## src/rtl/fft_addr_pkg.sv

```systemverilog
// rtl/fft_addr_pkg.sv - shared types, defaults and bit-reversal helper for the FFT address generator
package fft_addr_pkg;

  localparam int DEF_LOG2N      = 6;
  localparam int DEF_WORD_BYTES = 4;
  localparam int DEF_AW         = 32;
  localparam int MAX_LOG2N      = 16;

  typedef enum logic [1:0] {
    IDLE,
    RUN,
    DONE
  } state_t;

  // Reverses the low n bits of v; bits above n come back as zero.
  function automatic logic [MAX_LOG2N-1:0] bitrev(input logic [MAX_LOG2N-1:0] v, input int n);
    logic [MAX_LOG2N-1:0] r;
    for (int i = 0; i < MAX_LOG2N; i++) begin
      r[i] = v[MAX_LOG2N-1-i];
    end
    return r >> (MAX_LOG2N - n);
  endfunction

endpackage

```

## src/rtl/fft_bitrev_index.sv

```systemverilog
// rtl/fft_bitrev_index.sv - maps a linear word index to its FFT-order word offset
module fft_bitrev_index
  import fft_addr_pkg::*;
#(
  parameter int LOG2N = DEF_LOG2N,
  parameter int AW    = DEF_AW
) (
  input  logic [AW:0] k,
  input  logic        frame_full,
  output logic [AW:0] widx
);

  logic [LOG2N-1:0] rev;

  assign rev  = LOG2N'(bitrev(MAX_LOG2N'(k[LOG2N-1:0]), LOG2N));
  // Only complete frames are reordered; the trailing partial frame stays linear.
  assign widx = frame_full ? {k[AW:LOG2N], rev} : k;

endmodule

```

## src/rtl/fft_address_calc.sv

```systemverilog
// rtl/fft_address_calc.sv - streams byte addresses of a sample file in FFT input order
module fft_address_calc
  import fft_addr_pkg::*;
#(
  parameter int LOG2N      = DEF_LOG2N,
  parameter int WORD_BYTES = DEF_WORD_BYTES,
  parameter int AW         = DEF_AW
) (
  input  logic          clk,
  input  logic          reset,
  input  logic [AW-1:0] offset,
  input  logic [AW-1:0] filesize,
  input  logic          enable,
  input  logic          pause,
  output logic [AW-1:0] addr,
  output logic          addr_valid,
  output logic          done
);

  localparam int          WB_SHIFT   = $clog2(WORD_BYTES);
  localparam int          FRAME      = 1 << LOG2N;
  localparam logic [AW:0] FRAME_MASK = ~((AW+1)'(FRAME - 1));

  state_t        state;
  logic [AW-1:0] off_q;
  logic [AW:0]   words_q;
  logic [AW:0]   k_q;

  logic [AW:0]   words_in;
  logic [AW:0]   frame_base;
  logic          frame_full;
  logic [AW:0]   widx;
  logic [AW-1:0] byte_off;

  // One extra bit keeps the round-up from overflowing for filesize near 2^AW.
  assign words_in   = ({1'b0, filesize} + (AW+1)'(WORD_BYTES - 1)) >> WB_SHIFT;
  assign frame_base = k_q & FRAME_MASK;
  assign frame_full = (frame_base + (AW+1)'(FRAME)) <= words_q;
  assign byte_off   = AW'(widx << WB_SHIFT);

  fft_bitrev_index #(
    .LOG2N(LOG2N),
    .AW   (AW)
  ) u_bitrev (
    .k         (k_q),
    .frame_full(frame_full),
    .widx      (widx)
  );

  always_ff @(posedge clk or posedge reset) begin
    if (reset) begin
      state      <= IDLE;
      addr       <= '0;
      addr_valid <= 1'b0;
      done       <= 1'b0;
      off_q      <= '0;
      words_q    <= '0;
      k_q        <= '0;
    end else if (!enable) begin
      // Abort wins over pause; addr keeps its last value.
      state      <= IDLE;
      addr_valid <= 1'b0;
      done       <= 1'b0;
    end else if (pause) begin
      addr_valid <= 1'b0;
    end else begin
      case (state)
        IDLE: begin
          off_q   <= offset;
          words_q <= words_in;
          if (words_in == '0) begin
            state      <= DONE;
            addr_valid <= 1'b0;
            done       <= 1'b1;
          end else begin
            state      <= RUN;
            addr       <= offset;
            addr_valid <= 1'b1;
            k_q        <= (AW+1)'(1);
          end
        end
        RUN: begin
          if (k_q < words_q) begin
            addr       <= off_q + byte_off;
            addr_valid <= 1'b1;
            k_q        <= k_q + (AW+1)'(1);
          end else begin
            state      <= DONE;
            addr_valid <= 1'b0;
            done       <= 1'b1;
          end
        end
        DONE: begin
          addr_valid <= 1'b0;
          done       <= 1'b1;
        end
        default: begin
          state      <= IDLE;
          addr_valid <= 1'b0;
          done       <= 1'b0;
        end
      endcase
    end
  end

endmodule

```

## config.mk

```make
export PLATFORM = sky130hd
export DESIGN_NAME = fft_address_calc
export DESIGN_NICKNAME = d
export VERILOG_FILES = /design/src/rtl/fft_addr_pkg.sv /design/src/rtl/fft_bitrev_index.sv /design/src/rtl/fft_address_calc.sv
export SDC_FILE = /design/constraint.sdc
export NUM_CORES = 1
export LEC_CHECK = 0
export ABC_AREA = 1
export CORE_ASPECT_RATIO = 0.5
export CORE_UTILIZATION = 50
export DETAILED_ROUTE_END_ITERATION = 7
export PLACE_DENSITY = 0.8
export SYNTH_ARGS = -nofsm -noshare
export SYNTH_HDL_FRONTEND = slang
export SYNTH_SLANG_ARGS = --single-unit
```

## constraint.sdc

```tcl
create_clock -name clk -period 14.2 [get_ports clk]
set_clock_uncertainty 0.15 [all_clocks]
set_input_delay 1.42 -clock clk [delete_from_list [all_inputs] [get_ports clk]]
set_output_delay 1.42 -clock clk [all_outputs]
set_load 0.01 [all_outputs]
```

# Word-level counts from Yosys, hierarchy flattened
# Cells that the tools add are included.
# op_classes
addsub,4
n_lt_le_gt_ge,2
n_eq_ne,8
n_mux,22
bitwise_logic,1
n_reduce_logical,7
# ops
operator,n
$mux 33,2
$pmux 33 s2,1
$mux 32,2
$pmux 32 s2,1
$add 32x2->33 const B,1
$add 33x1->33 const B,1
$add 33x7->33 const B,1
$le 33x31->1,1
$logic_not 33->1,1
$lt 33x31->1,1
$add 32x32->32,1
$reduce_and 3->1,3
$mux 1,8
$mux 2,4
$ne 2x2->1 const B,4
$mux 6,1
$ne 3x3->1 const B,2
$pmux 2 s3,1
$reduce_and 5->1,1
$pmux 1 s3,1
$eq 2x1->1 const B,1
$eq 2x2->1 const B,1
$logic_not 2->1,1
$pmux 1 s2,1
other kinds (2),2
# word_totals
ff_bits,132
inputBits,68
out_inout_bits,34
wordCells,51

# Longest topological paths before layout
# depth
word_depth,6
depth_mapped,38

# Cells and area by module
# Synthesis repeated with hierarchy kept, for this count alone.
# unflattened
hier_cells,1693
area_unflattened_um2,11055.6
# modules_own_cells
module,n_inst,cells_each,area_each_um2
fft_address_calc,1,1647,10781.6
fft_bitrev_index,1,46,274.0

# Worst setup path after synthesis
# No wires, ideal clock.
# synth_path
kind,register to register
startpoint,reg k_q[15]
endpoint,reg addr[26]
t_arrival_ns,4.270
path_slack_ns,9.664
stages_incl_launch_ff,35
n_path_buf,0
synth_period_minus_slack_ns,4.536
path_cell_list,dfrtp_1 -> inv_1 -> nor4_1 -> nand2_1 -> nor2_1 -> nand2_1 -> xor2_1 -> ha_1 -> nand2_1 -> inv_1 -> nand3_1 -> nor3_1 -> nand2_1 -> nand2_1 -> nand2_1 -> nand2_1 -> nand2_1 -> nand2_1 -> nand2_1 -> nand2_1 -> nand2_1 -> nand2_1 -> ha_1 -> inv_1 -> fa_1 -> nor3_1 -> nor2_1 -> o21ai_0 -> nand3_1 -> nand3_1 -> nand2_1 -> nand3_1 -> o21ai_0 -> nand2_1 -> nand2_1
# synth_via
elab_chain_len,6
elab_cells_between_ends,9
# synth_rtl
element,line_no,text
from (decl),fft_address_calc.sv:27,logic [AW:0] k_q;
from (signal assigned),fft_address_calc.sv:79,k_q <= (AW+1)'(1);
from (signal assigned),fft_address_calc.sv:86,k_q <= k_q + (AW+1)'(1);
$add 33x7->33,fft_address_calc.sv:38,assign frame_full = (frame_base + (AW+1)'(FRAME)) <= words_q;
$le 33x31->1,fft_address_calc.sv:38,
$mux 6,fft_bitrev_index.sv:17,"assign widx = frame_full ? {k[AW:LOG2N], rev} : k;"
$add 32x32->32,fft_address_calc.sv:84,addr <= off_q + byte_off;
$mux 32,fft_address_calc.sv:83,if (k_q < words_q) begin
$pmux 32 s2,fft_address_calc.sv:67,case (state)
to (signal assigned),fft_address_calc.sv:77,addr <= offset;
to (signal assigned),fft_address_calc.sv:84,
to (decl),fft_address_calc.sv:15,"output logic [AW-1:0] addr,"
# Parallel ways exist; a longest one is shown, timed or not. The select of a mux whose other input is x is not followed.
# A chain may end at the register's enable or synchronous reset.

# Worst setup path after layout
# layout_path
startpoint,reg k_q[9]
endpoint,reg addr[26]
# The elaborated chain is that of the path after synthesis.

==> flow_metrics.tcl <==
set metrics [dict create \
    power_frac_clock 0.231 \
    period_share 0.405 \
    synth_top_area_share 0.305 \
    syn_area_sq_um 10800 \
    slew_violations 0 \
    rsz0062_at_grt "false" \
    startpoint "k_q[9]" \
    timing.fmax_mhz 174 \
    cpMostUsedCell "nand2_1" \
    grt_max_degree 102 \
    ctsHtreeMaxLevel 4 \
    p_switching_mw 0.871 \
    rr_worst_depth 34 \
    core-area_sq_um 20900 \
    timing.setup.tns_ps 0 \
    hpwl_mm 23.2 \
    synth_area_per_cell_sq_um 6.56 \
    grt_pass1_wl_mm 51.4 \
    synthCells 1651 \
    overflow 0 \
    slew_headroom 0.226 \
    final_area_sq_um 12700 \
    cts_tree "built" \
    crit_path_top_delay_cell "dfrtp_1" \
    insertion_delay_ps 440 \
    initialDrtViolationCount 1124 \
    setup_viol 0 \
    async_flop_share 1.00 \
    postCtsResizedCells 0 \
    ant_nets 0 \
    r2r_end "addr[26]" \
    internal-power_mw 1.16 \
    final_common_cell "nand2_1" \
    clk_pin_slew_ps 60 \
    wl_per_cell_microns 15.1 \
    maxCapViolCount 0 \
    antenna_found_initial 0 \
    cp-endpoint "addr[26]" \
    end_kind "register" \
    vias 11000 \
    p_seq_frac 0.310 \
    vdd_drop_max_v 0.0000961 \
    finalPower_mw 2.03 \
    cpPeakStageDelay_ps 550 \
    antenna_cells 0 \
    timing.rr.start "k_q[9]" \
    portBuffers 101 \
    dieArea_sq_um 22300 \
    worst-path-max-fanout 8 \
    crit_cells 34 \
    final_cell_mix "538 x nand2_1, 185 x inv_1, 144 x nor2_1, 132 x o21ai_0, 132 x dfrtp_1" \
    ys.flop_type "dfrtp_1" \
    yosysSeqAreaShare 0.305 \
    cts_max_path_buffers 2 \
    hold_path_class "register to register" \
    post_cts_buffers 0 \
    grt_use_total 0.292 \
    area_growth_pct 17.1 \
    crit_buf_inv 2 \
    crit_family "simple AND/OR/NAND/NOR gates" \
    worst_slew_pin_slew_ps 1160 \
    gp_congestion 1.01 \
    die_w_microns 210 \
    numCtsBuffers 17 \
    synth_area_leaders "dfrtp_1 31%, nand2_1 19%, ha_1 9.9%" \
    path_class "register to register" \
    placedCellCount 2011 \
    synth.distinct_cells 35 \
    final_cell_count_no_fill 2043 \
    cts.sink_count 132 \
    synth_warnings 0 \
    num_io_pins 102 \
    status "finished, final reports clean" \
    worstPathRequired_ps 14380 \
    leakagePower_nw 6.20 \
    hold_viol 0 \
    reg2reg_slack_ps 8450 \
    top_usage_layer "met2" \
    nNetsFinal 1893 \
    met3_usage 0.0467 \
    synth_edf_count 0 \
    yosysTopAreaCell "dfrtp_1" \
    root_buffer "clkbuf_16" \
    gr-usage-met2 0.439 \
    startpoint_type "register" \
    sw_frac_of_total 0.430 \
    dieHeight_microns 106 \
    fin_crit_ps 5750 \
    rows 37 \
    fill_cells 1943 \
    grt_use_met1 0.429 \
    grt_pass1_vias 10000 \
    synth_fp_nets 1806 \
    start_util 0.519 \
    wl_mm 30.9 \
    worstPathArrival_ps 5930 \
    pwr-share-comb 0.459 \
    drive_gt1_frac 0.0440 \
    post-route-drc-count 0 \
    dpl_cell_area_sq_um 12100 \
    power.density_nw_per_um2 160 \
    drtPass1Iterations 5 \
    postCtsHoldBufs 0 \
    vias_per_cell 5.36 \
    ys_ff_latch 132 \
]
-- synth_stat cells (all sizes together) (2+ instances only) --
| cell | count |
|---|---|
| o21a | 6 |
| nor3 | 29 |
| a31oi | 9 |
| a21o | 4 |
| nor2 | 161 |
| ha | 86 |
| dfrtp | 132 |
| inv | 190 |
| o21ai | 165 |
| o21bai | 8 |
| nand3b | 13 |
| a21oi | 71 |
| and3 | 2 |
| nor4 | 8 |
| or2 | 12 |
| nand4 | 24 |
| nand2 | 542 |
| xnor2 | 8 |
| xor2 | 28 |
| clkbuf | 27 |
| a211oi | 2 |
| buf | 11 |
| nand3 | 109 |
-- metrics by stage --
step                setup slack (ps)  hold WS, ps   util
floorplan                       9100          298      -
global placement                8860          304  0.578
detailed placement              8620          308  0.578
CTS                             8530          324  0.607
global route                    7930          341  0.607
finish                          8450          320  0.607
-- worst min path at each step --
stage / end / slack (ps) / cells after the start / from
after floorplan: off_q[16] / 300 / 2 / off_q[16]
after global placement: addr[8] / 300 / 2 / addr[8]
after detailed placement: addr[10] / 310 / 2 / addr[10]
after CTS: addr[10] / 320 / 2 / addr[10]
after global routing: addr[10] / 340 / 2 / addr[10]
final: addr[10] / 320 / 2 / addr[10]
-- worst reg2reg max path, delay by kind of cell, from the launching register on --
kind	cells	cell delay (ps)
buffers and inverters	2	130
adder cells (fa/ha/maj)	3	900
flip-flops	1	550
AND/OR/NAND/NOR	26	3310
AO/OA/AOI/OAI	2	450
XOR/XNOR	1	170
-- final cells by class --
class                   count  area, sq um  share of cell area
clock inverters            14          178              0.0140
inverters                 190          718              0.0567
multi-input cells        1291         6630               0.523
clock buffers              18          439              0.0346
repair buffers            106         1050              0.0827
flip-flops and latches    132         3300               0.261
well taps                 292          365              0.0288
-- routing by layer --
metal | share of wire | vias up
met3 | 0.076 | 58
met4 | 0.023 | 0
li1 | - | 5556
met1 | 0.49 | 4903
met5 | 0 | -
met2 | 0.41 | 438
-- power by group through the flow --
| stage | combinational, mW | clock (mW) | sequential, mW |
|---|---|---|---|
| after global placement | 0.900 | 0 | 0.626 |
| after CTS | 0.924 | 0.474 | 0.624 |
| after detailed placement | 0.915 | 0 | 0.629 |
| final | 0.930 | 0.469 | 0.628 |
| after floorplan | 0.612 | 0 | 0.617 |
| after global routing | 1.06 | 0.491 | 0.645 |
-- flip-flops by register name (all words and copies together) (netlist names) --
name / cells
state: 2
addr: 32
off_q: 32
words_q: 31
done: 1
addr_valid: 1
k_q: 33
-- logic make-up (layout without fill, tap and decap cells) --
group	count (synthesis)	in the layout	share of synthesized area
buf+inv	228	328	0.0854
simple gates	901	901	0.350
xor+xnor	36	36	0.0291
compound gates	267	267	0.129
fa+ha+maj	87	87	0.101
flops	132	132	0.305
Power figures use the tool's default switching activity.
==> RTL change (same settings) <==
Set the package constant `DEF_LOG2N` to 4 (it was 6).
--- a/src/rtl/fft_addr_pkg.sv
+++ b/src/rtl/fft_addr_pkg.sv
@@ -2,5 +2,5 @@
 package fft_addr_pkg;
 
-  localparam int DEF_LOG2N      = 6;
+  localparam int DEF_LOG2N      = 4;
   localparam int DEF_WORD_BYTES = 4;
   localparam int DEF_AW         = 32;
Check against the original RTL: not equivalent (Yosys sat finds a counterexample within 4 cycles, from zero or initial values and one cycle with reset high).
==> RTL change against the unedited design <==
Sequential cell count did not move; global-route usage rose by 0.40 points; routed wire length rose by 3.7%; power fell by 5.2%; setup slack got worse by 410 ps; design area rose by 0.20%; area after synthesis rose by 1.2%; fmax fell by 6.7%; largest cell class unchanged; largest power group unchanged.
==> RTL change: results <==
set metrics [dict create \
    outcome "complete, no violations" \
    max-vdd-ir-drop_v 0.000113 \
    grtUsageMet3_pct 4.13 \
    leakage_uw 0.00631 \
    buf_share_pct 8.31 \
    ctsResizeCount 0 \
    intPower_uw 1100 \
    seqPwrFrac_pct 32.5 \
    multi_input_area_share_pct 52.7 \
    via_per_inst 5.36 \
    use_met1_pct 43.7 \
    timing.rr.end "addr[29]" \
    clkCellAreaFrac_pct 4.40 \
    synthesis.nets 1818 \
    grt_pass1_vias 10257 \
    worstHoldEndpoint "addr[2]" \
    grtUsageMet2_pct 45.5 \
    seq_share_pct 26.0 \
    seq_area_frac_synth_pct 30.2 \
    cp_data_arrival_time_ps 6320 \
    reg2reg_slack_ps 8040 \
    layout-drive-gt1-share_pct 5.03 \
    yosys-top-cells-count "nand2_1 (568), inv_1 (186), nor2_1 (145), o21ai_0 (141), dfrtp_1 (132)" \
    placed_area_um2 12100 \
    nClkBuffers 19 \
    cp-startpoint "k_q[4]" \
    powerDensity_nw_per_um2 151 \
    wl_met1_mm 15.9 \
    drtIter0Drc 986 \
    pre_cts_ws_ps 8220 \
    fin_hold_ws_ps 331 \
    wl_per_cell_um 15.7 \
    slew_headroom_pct 48.5 \
    n_all_buffers 107 \
    fill_cells 2076 \
    synth_area_leaders "dfrtp_1 (30%), nand2_1 (19%), ha_1 (10%)" \
    min_period_over_period_pct 43.4 \
    track_usage_pct 29.6 \
    worstHoldStart "addr[2]" \
    routed-wl-met2_mm 13.5 \
    dp_cells 2012 \
    nNetsFinal 1896 \
    inverters 192 \
    synthToLayoutAreaGrowth_pct 16.0 \
    gp_congestion 0.970 \
    dp_hpwl_mm 24.1 \
]
==> RTL change: changes by cell type after synthesis, moves of 3 or more <==
cell      change
buf_2         +5
o21ai_1      -21
nand2_1      +29
o21ai_2       +8
o21ai_0       +9
nor3_1        -9
xor2_1        +7
nand3_1      -32
nand3b_1      +4
nand4_1       +4
o21bai_1      -4
buf_1         +3
o21a_1        -5
==> RTL change: cells by family (layout without fill, tap and decap cells) <==
| kind of cell | Yosys count | after routing | share of synthesized area, % |
|---|---|---|---|
| AND/OR/NAND/NOR | 899 | 899 | 34.6 |
| AO/OA/AOI/OAI | 258 | 258 | 12.7 |
| buffers and inverters | 240 | 330 | 8.89 |
| flip-flops | 132 | 132 | 30.2 |
| adder cells (fa/ha/maj) | 89 | 89 | 10.2 |
| XOR/XNOR | 43 | 43 | 3.44 |
